## src/rtl/wb_pio_host.sv

```systemverilog
// wb_pio_host: Wishbone classic single-transfer initiator.
//
// Takes one command (address, data, byte selects, read/write) on a valid/ready
// port and runs a single Wishbone classic cycle. The outcome comes back on a
// valid/ready response port. If no ack arrives within TIMEOUT bus cycles the
// transfer is abandoned, an error response is returned, and a saturating error
// counter is bumped.
//
// Ports:
//   wb_clk_i, wb_rst_i      clock, asynchronous active-high reset
//   cmd_*                   command channel (valid/ready, we, adr, dat, sel)
//   rsp_*                   response channel (valid/ready, read data, error)
//   wbm_*                   Wishbone master interface (all outputs registered)
//   err_count_o             saturating count of timed-out transfers
module wb_pio_host #(
    parameter int unsigned TIMEOUT = 64,
    parameter int unsigned TO_W    = 8
) (
    input  logic        wb_clk_i,
    input  logic        wb_rst_i,

    input  logic        cmd_valid_i,
    output logic        cmd_ready_o,
    input  logic        cmd_we_i,
    input  logic [31:0] cmd_adr_i,
    input  logic [31:0] cmd_dat_i,
    input  logic [3:0]  cmd_sel_i,

    output logic        rsp_valid_o,
    input  logic        rsp_ready_i,
    output logic [31:0] rsp_dat_o,
    output logic        rsp_err_o,

    output logic        wbm_cyc_o,
    output logic        wbm_stb_o,
    output logic        wbm_we_o,
    output logic [3:0]  wbm_sel_o,
    output logic [31:0] wbm_adr_o,
    output logic [31:0] wbm_dat_o,
    input  logic [31:0] wbm_dat_i,
    input  logic        wbm_ack_i,

    output logic [7:0]  err_count_o
);

    localparam logic [1:0] StIdle = 2'd0;
    localparam logic [1:0] StBus  = 2'd1;
    localparam logic [1:0] StResp = 2'd2;

    // Counter value on the edge that completes the TIMEOUT-th unacked bus cycle.
    localparam logic [TO_W-1:0] ToLast = TO_W'(TIMEOUT - 1);

    logic [1:0]      state_q,   state_d;
    logic            cyc_q,     cyc_d;
    logic            we_q,      we_d;
    logic [3:0]      sel_q,     sel_d;
    logic [31:0]     adr_q,     adr_d;
    logic [31:0]     dat_q,     dat_d;
    logic [31:0]     rsp_dat_q, rsp_dat_d;
    logic            rsp_err_q, rsp_err_d;
    logic [7:0]      err_cnt_q, err_cnt_d;
    logic [TO_W-1:0] to_cnt_q,  to_cnt_d;

    always_comb begin
        state_d   = state_q;
        cyc_d     = cyc_q;
        we_d      = we_q;
        sel_d     = sel_q;
        adr_d     = adr_q;
        dat_d     = dat_q;
        rsp_dat_d = rsp_dat_q;
        rsp_err_d = rsp_err_q;
        err_cnt_d = err_cnt_q;
        to_cnt_d  = to_cnt_q;

        case (state_q)
            StIdle: begin
                if (cmd_valid_i) begin
                    state_d  = StBus;
                    cyc_d    = 1'b1;
                    we_d     = cmd_we_i;
                    sel_d    = cmd_sel_i;
                    adr_d    = cmd_adr_i;
                    dat_d    = cmd_dat_i;
                    to_cnt_d = '0;
                end
            end
            StBus: begin
                if (wbm_ack_i || (to_cnt_q == ToLast)) begin
                    // Either way the bus is released and the master signals
                    // return to zero.
                    state_d = StResp;
                    cyc_d   = 1'b0;
                    we_d    = 1'b0;
                    sel_d   = '0;
                    adr_d   = '0;
                    dat_d   = '0;
                    // Ack is checked first so an ack on the timeout edge wins.
                    if (wbm_ack_i) begin
                        rsp_dat_d = we_q ? 32'h0 : wbm_dat_i;
                        rsp_err_d = 1'b0;
                    end else begin
                        rsp_dat_d = 32'h0;
                        rsp_err_d = 1'b1;
                        if (err_cnt_q != 8'hFF) begin
                            err_cnt_d = err_cnt_q + 8'd1;
                        end
                    end
                end else begin
                    to_cnt_d = to_cnt_q + TO_W'(1);
                end
            end
            StResp: begin
                if (rsp_ready_i) begin
                    state_d   = StIdle;
                    rsp_dat_d = 32'h0;
                    rsp_err_d = 1'b0;
                end
            end
            default: begin
                state_d = StIdle;
            end
        endcase
    end

    always_ff @(posedge wb_clk_i or posedge wb_rst_i) begin
        if (wb_rst_i) begin
            state_q   <= StIdle;
            cyc_q     <= 1'b0;
            we_q      <= 1'b0;
            sel_q     <= '0;
            adr_q     <= '0;
            dat_q     <= '0;
            rsp_dat_q <= '0;
            rsp_err_q <= 1'b0;
            err_cnt_q <= '0;
            to_cnt_q  <= '0;
        end else begin
            state_q   <= state_d;
            cyc_q     <= cyc_d;
            we_q      <= we_d;
            sel_q     <= sel_d;
            adr_q     <= adr_d;
            dat_q     <= dat_d;
            rsp_dat_q <= rsp_dat_d;
            rsp_err_q <= rsp_err_d;
            err_cnt_q <= err_cnt_d;
            to_cnt_q  <= to_cnt_d;
        end
    end

    assign cmd_ready_o = (state_q == StIdle);
    assign rsp_valid_o = (state_q == StResp);
    assign rsp_dat_o   = rsp_dat_q;
    assign rsp_err_o   = rsp_err_q;
    // Classic single transfers: strobe and cycle are always asserted together.
    assign wbm_cyc_o   = cyc_q;
    assign wbm_stb_o   = cyc_q;
    assign wbm_we_o    = we_q;
    assign wbm_sel_o   = sel_q;
    assign wbm_adr_o   = adr_q;
    assign wbm_dat_o   = dat_q;
    assign err_count_o = err_cnt_q;

endmodule

```

## config.mk

```make
export PLATFORM = sky130hd
export DESIGN_NAME = wb_pio_host
export DESIGN_NICKNAME = d
export VERILOG_FILES = /design/src/rtl/wb_pio_host.sv
export SDC_FILE = /design/constraint.sdc
export NUM_CORES = 1
export LEC_CHECK = 0
export BUFFER_PORTS_ARGS = -buffer_cell sky130_fd_sc_hd__buf_2
export CAP_MARGIN = 20
export CORE_MARGIN = 5
export CORE_UTILIZATION = 45
export DETAILED_ROUTE_END_ITERATION = 12
export PLACE_DENSITY_LB_ADDON = 0.15
export SYNTH_ARGS = -nofsm -noshare
export SYNTH_HDL_FRONTEND = slang
export SYNTH_SLANG_ARGS = --single-unit
```

## constraint.sdc

```tcl
create_clock -name wb_clk_i -period 4.5 [get_ports wb_clk_i]
set_input_delay 0.675 -clock wb_clk_i [delete_from_list [all_inputs] [get_ports wb_clk_i]]
set_output_delay 0.675 -clock wb_clk_i [all_outputs]
set_load 0.01 [all_outputs]
```

==> run metrics, run 1 <==
clk sinks 121; number of top-level pins 220; Leak 3.54 nW; CTS max path bufs 2; clock slew at reported path FFs 50 ps; Area growth syn-to-layout 32.4%; Vias/cell 5.42; Setup Skew 5.83 ps; antenna-violating nets left 0; post-CTS sizing 0; Post-CTS Hold Buffers 0; crit path DAT 1780 ps; Clock Latency Late Sink 410 ps; core region area 11900 um2; Final min period 2450 ps; Syn Inst Count 474; Max rail drop VDD 0.373 mV; DR vias 4552; final setup fails 0; routability congestion estimate 0.807; vias in the first global route 4674; Synth Cell Area 5390 um2; CTS HTree Levels 4; Synth cell types 39; Die Y 119 um; post-CTS setup buffers 0; fin. max-slew vios 0; fraction of layout cells with a size suffix above 1 38.2%; Syn Nets 582; Layout Nets 789; drt first-iter violations 244; Post-synth EDFFs 0; width of the chip 119 um; total power 4.87 mW; Req. time, crit path 3830 ps; number of synthesis warnings 0; Residual DRC 0; #FFs+latches synth 121; Worst Path Max Fanout 77; Multi-input gate area 2170 um2; register area 3030 um2; worst reg2reg setup slack 2070 ps; MaxCap Viol Count 0; Die Area 14300 um2; RSZ-0062 raised after global routing no; Root Buffer clkbuf_16; power per cell area 682 nW/um2; achievable clock frequency 407 MHz; diode count 0; Critical R2R Launch state_q[0]; Final period util 54.5%; most frequent cells in the layout buf_2, dfrtp_1, a21oi_1; Fill cells 1028; first-pass GRT wire length 23.6 mm; Fin. Hold Viols 0; drt first pass iters 4; Cell Rows 40; Setup crit start kind register; grt ovf 0; most common cell after layout, fill and taps aside buf_2; Tot GR Track Use 20.3%; Avg Cell Area, Syn 11.4 um2; port buffer count 219; worst slew pin tran 960 ps; worst hold path class primary input to asynchronous set/reset pin; largest net degree at the start of global routing 78; status completed; routed len/inst 17.1 um; ys flop type dfrtp_1; antenna violations before repair 1; nature of the critical path endpoint output pin; Num CTS Buffers 17; CP Class register to output pin; TNS Setup 0 ps; ys async rst share 100%; final WL 14.4 mm; Post-DP HPWL 9.96 mm; reg2reg path depth 5; relative slew slack 35.9%; initial core utilization 45.4%; post-synthesis sequential area ratio 56.2%; CTS tree done; FF-to-FF End err_count_o[6]
critical path, cell delays in order, from the launching register on:
cell and delay (ps):
dfrtp_2 340, buf_4 600, nand2b_1 210, inv_1 60
buf_2 140
layer usage:
metal / GRT usage, % / vias up / wire [um]
met3: 6.65 / 27 / 1080
li1: - / 2174 / -
met4: 7.95 / 2 / 319
met5: 0 / - / 13
met2: 31.4 / 173 / 6600
met1: 26.6 / 2176 / 6340
registers in the layout (all words and copies together), names as in the netlist:
signal       cells
rsp_dat_o       32
rsp_err_o        1
err_count_o      8
state_q          2
wbm_dat_o       32
wbm_sel_o        4
wbm_adr_o       32
wbm_cyc_o        1
to_cnt_q         8
wbm_we_o         1
logic make-up (layout without fill, tap and decap cells):
group	after synthesis	in the layout	share of synthesized area (%)
buffers and inverters	45	264	3.81
XOR/XNOR	6	6	0.975
flip-flops	121	121	56.2
AO/OA/AOI/OAI	189	189	25.5
multiplexers	4	4	0.789
AND/OR/NAND/NOR	107	107	12.3
adder cells (fa/ha/maj)	2	2	0.464
cell usage after synthesis (3+ instances only):
cell | number | area share (%)
a21oi_1 | 71 | 6.6
a22o_1 | 32 | 5.2
a31oi_1 | 3 | 0.35
buf_2 | 11 | 1.0
clkbuf_1 | 25 | 1.7
dfrtp_1 | 121 | 56
inv_1 | 5 | 0.35
nand2_1 | 6 | 0.42
nand2b_1 | 5 | 0.58
nand3_1 | 7 | 0.65
nor2_1 | 3 | 0.21
nor2b_1 | 70 | 8.1
o221ai_1 | 3 | 0.49
o2bb2ai_1 | 70 | 11
xor2_1 | 6 | 0.97
area by class of cell:
| class | count | area share, % |
|---|---|---|
| Clock buffer | 30 | 7.63 |
| Clock inverter | 1 | 0.0702 |
| Inverter | 5 | 0.298 |
| Multi-Input combinational cell | 308 | 30.4 |
| Sequential cell | 121 | 42.5 |
| Tap cell | 147 | 2.58 |
| Timing Repair Buffer | 228 | 16.6 |
worst max-delay path by stage:
stage / end / startpoint / slack, ps / depth (start not counted)
after global placement: wbm_dat_o[20] / wbm_ack_i / 1680 / 6
final: rsp_valid_o / state_q[0] / 2050 / 4
after global routing: err_count_o[6] / state_q[0] / 1860 / 5
after CTS: rsp_dat_o[12] / state_q[0] / 1820 / 4
after detailed placement: rsp_dat_o[12] / state_q[0] / 1830 / 4
after floorplan: err_count_o[0] / wb_rst_i / 610 / 1
per-stage QoR:
| stage | utilization [%] | setup slack [ps] | std cells | hold WS (ps) | area, um2 |
|---|---|---|---|---|---|
| floorplan | - | 611 | 474 | 443 | 5390 |
| global placement | 55.2 | 1680 | 807 | 471 | 6550 |
| detailed placement | 55.4 | 1830 | 808 | 470 | 6570 |
| CTS | 60.0 | 1820 | 839 | 435 | 7120 |
| global route | 60.1 | 1860 | 840 | 469 | 7130 |
| finish | 60.1 | 2050 | 840 | 407 | 7130 |
report_power, final:
part           internal [mW]  total, mW  switching (mW)
Combinational          0.810       1.81            1.00
Clock                  0.803       1.24           0.441
Sequential              1.51       1.81           0.295
(Power assumes the default switching activity.)
==> run 2: changes to the inputs <==
--- a/config.mk
+++ b/config.mk
@@ -8,7 +8,7 @@
 export BUFFER_PORTS_ARGS = -buffer_cell sky130_fd_sc_hd__buf_2
 export CAP_MARGIN = 20
 export CORE_MARGIN = 5
-export CORE_UTILIZATION = 45
+export CORE_UTILIZATION = 44
 export DETAILED_ROUTE_END_ITERATION = 12
 export PLACE_DENSITY_LB_ADDON = 0.15
 export SYNTH_ARGS = -nofsm -noshare
==> constraint.sdc (replaced) <==
create_clock -name wb_clk_i -period 1.98 [get_ports wb_clk_i]
set_input_delay 0.297 -clock wb_clk_i [delete_from_list [all_inputs] [get_ports wb_clk_i]]
set_output_delay 0.297 -clock wb_clk_i [all_outputs]
set_load 0.01 [all_outputs]
==> run metrics, run 2 (synthesis results as in run 1) <==
fin. max-slew vios 0 (unchanged); Layout Nets 793 (was 789); worst slew pin tran 674 ps (was 960 ps); final WL 14.3 mm (was 14.4 mm); final setup margin 164 ps (was 2050 ps); status completed (unchanged); clock slew at reported path FFs 50 ps (about the same); TNS Setup 0 ps (unchanged); Max rail drop VDD 0.780 mV (was 0.373 mV); slowest stage delay, CP 400 ps (was 600 ps); Fin. Hold Viols 0 (unchanged); worst-case setup slack after placement 153 ps (was 1830 ps); Clock Latency Late Sink 410 ps (about the same); Leak 3.60 nW (was 3.54 nW); drt first-iter violations 377 (was 244); CP Class register to register (was register to output pin); Area growth syn-to-layout 35.1% (was 32.4%); Root Buffer clkbuf_16 (unchanged); width of the chip 121 um (was 119 um); cell-internal power 7.53 mW (was 3.13 mW); Clock power frac 27.9% (was 25.6%); clk sinks 121 (unchanged); antenna-violating nets left 0 (unchanged); grt ovf 0 (unchanged); nature of the critical path endpoint register (was output pin); Setup Skew 3.95 ps (was 5.83 ps); Final min period 1820 ps; relative slew slack 55.0% (was 35.9%); Worst Path Max Fanout 32 (was 77); Num CTS Buffers 17 (unchanged); DR vias 4499 (was 4552); worst hold margin 36.3 ps (was 407 ps); power per cell area 1590 nW/um2 (was 682 nW/um2); routed len/inst 16.9 um (was 17.1 um); register area 3030 um2 (unchanged); Req. time, crit path 2330 ps (was 3830 ps); sequential share of power 35.2% (was 37.2%); Util after Layout 60.6% (was 60.1%); final setup fails 0 (unchanged); first-pass GRT wire length 23.0 mm (was 23.6 mm); Sw Pwr 4.06 mW (was 1.74 mW); Post-CTS Hold Buffers 0 (unchanged); port buffer count 219 (unchanged); number of top-level pins 220 (unchanged); routability congestion estimate 0.824 (was 0.807); Residual DRC 0 (unchanged); fraction of layout cells with a size suffix above 1 39.5% (was 38.2%); Vias/cell 5.32 (was 5.42); CTS HTree Levels 4 (unchanged); post-CTS setup buffers 0 (unchanged); Tot GR Track Use 19.9% (was 20.3%); initial core utilization 44.9% (was 45.4%); Die Y 121 um (was 119 um); Slowest cell on crit path dfrtp_1 (was buf_4); Cell Rows 40 (unchanged); core region area 12000 um2 (was 11900 um2); Comb pwr share 36.9% (was 37.3%); RSZ-0062 raised after global routing no (unchanged); vias in the first global route 4458 (was 4674); achievable clock frequency 551 MHz; Sw Share 35.0% (was 35.8%); most common cell after layout, fill and taps aside buf_2 (unchanged); post-CTS sizing 1 (was 0); worst hold path class primary input to asynchronous set/reset pin (unchanged); CTS max path bufs 2 (unchanged); most frequent cells in the layout buf_2, dfrtp_1, a21oi_1 (unchanged); Die Area 14600 um2 (was 14300 um2); worst path cell trace ha_1, and3_1, a21o_1, a22oi_2, buf_12, a22o_1 (was buf_4, nand2b_1, inv_1, buf_2); Final period util 91.7%; Multi-input gate area 2170 um2 (unchanged); drt first pass iters 4 (unchanged); Fill cells 1008 (was 1028); Post-DP HPWL 9.82 mm (was 9.96 mm); antenna violations before repair 0 (was 1); MaxCap Viol Count 0 (unchanged); Setup crit start kind register (unchanged); crit path DAT 2160 ps (was 1780 ps); CTS tree done (unchanged); largest net degree at the start of global routing 122 (was 78)
run 2: path summary, 6_finish.rpt:
kind	start	endpoint	slack, ps	cells past startpoint
max	to_cnt_q[0]	rsp_dat_o[13]	160	6
min	wb_rst_i	err_count_o[6]	40	3
max reg2reg	to_cnt_q[0]	rsp_dat_o[13]	160	6
min reg2reg	to_cnt_q[7]	to_cnt_q[7]	490	1
max in group asynchronous	wb_rst_i	state_q[0]	1370	3
min in group wb_clk_i	wbm_dat_i[20]	rsp_dat_o[20]	100	2
run 2: metrics by stage:
stage	cell area, um2	std cells	power [mW]
after floorplan	5390	474	6.68
after global placement	6650	813	8.31
after detailed placement	6650	813	8.43
after CTS	7280	845	11.7
after global routing	7280	845	12.3
final	7280	846	11.6
run 2: power groups by stage:
stage,logic [mW],registers [mW],clock network (mW)
2_1_floorplan,2.23,4.45,0
3_3_place_gp,4.25,4.06,0
3_5_place_dp,4.35,4.08,0
4_1_cts,4.33,4.08,3.30
5_1_grt,4.67,4.23,3.43
6_report,4.27,4.08,3.24
run 2: final cells by class:
| type | instances | share of cell area, % |
|---|---|---|
| Sequential cell | 121 | 41.6 |
| Multi-Input combinational cell | 308 | 29.8 |
| Timing Repair Buffer | 232 | 17.1 |
| Clock buffer | 19 | 6.22 |
| Tap cell | 147 | 2.53 |
| Clock inverter | 13 | 2.41 |
| Inverter | 5 | 0.309 |
| Antenna cell | 1 | 0.0344 |
run 2: metal layers:
| metal | up-vias | routed length, um | track usage, % |
|---|---|---|---|
| li1 | 2174 | - | - |
| met1 | 2134 | 6320 | 26.8 |
| met2 | 171 | 6540 | 30.4 |
| met3 | 20 | 1260 | 6.45 |
| met4 | 0 | 221 | 7.01 |
| met5 | - | 0 | 0 |
run 2: worst max-delay path: cells and delay by family, from the launching register on:
family	cells	cell delay [ps]
compound gates	3	610
flops	1	400
simple gates	1	270
fa+ha+maj	1	230
buf+inv	1	220
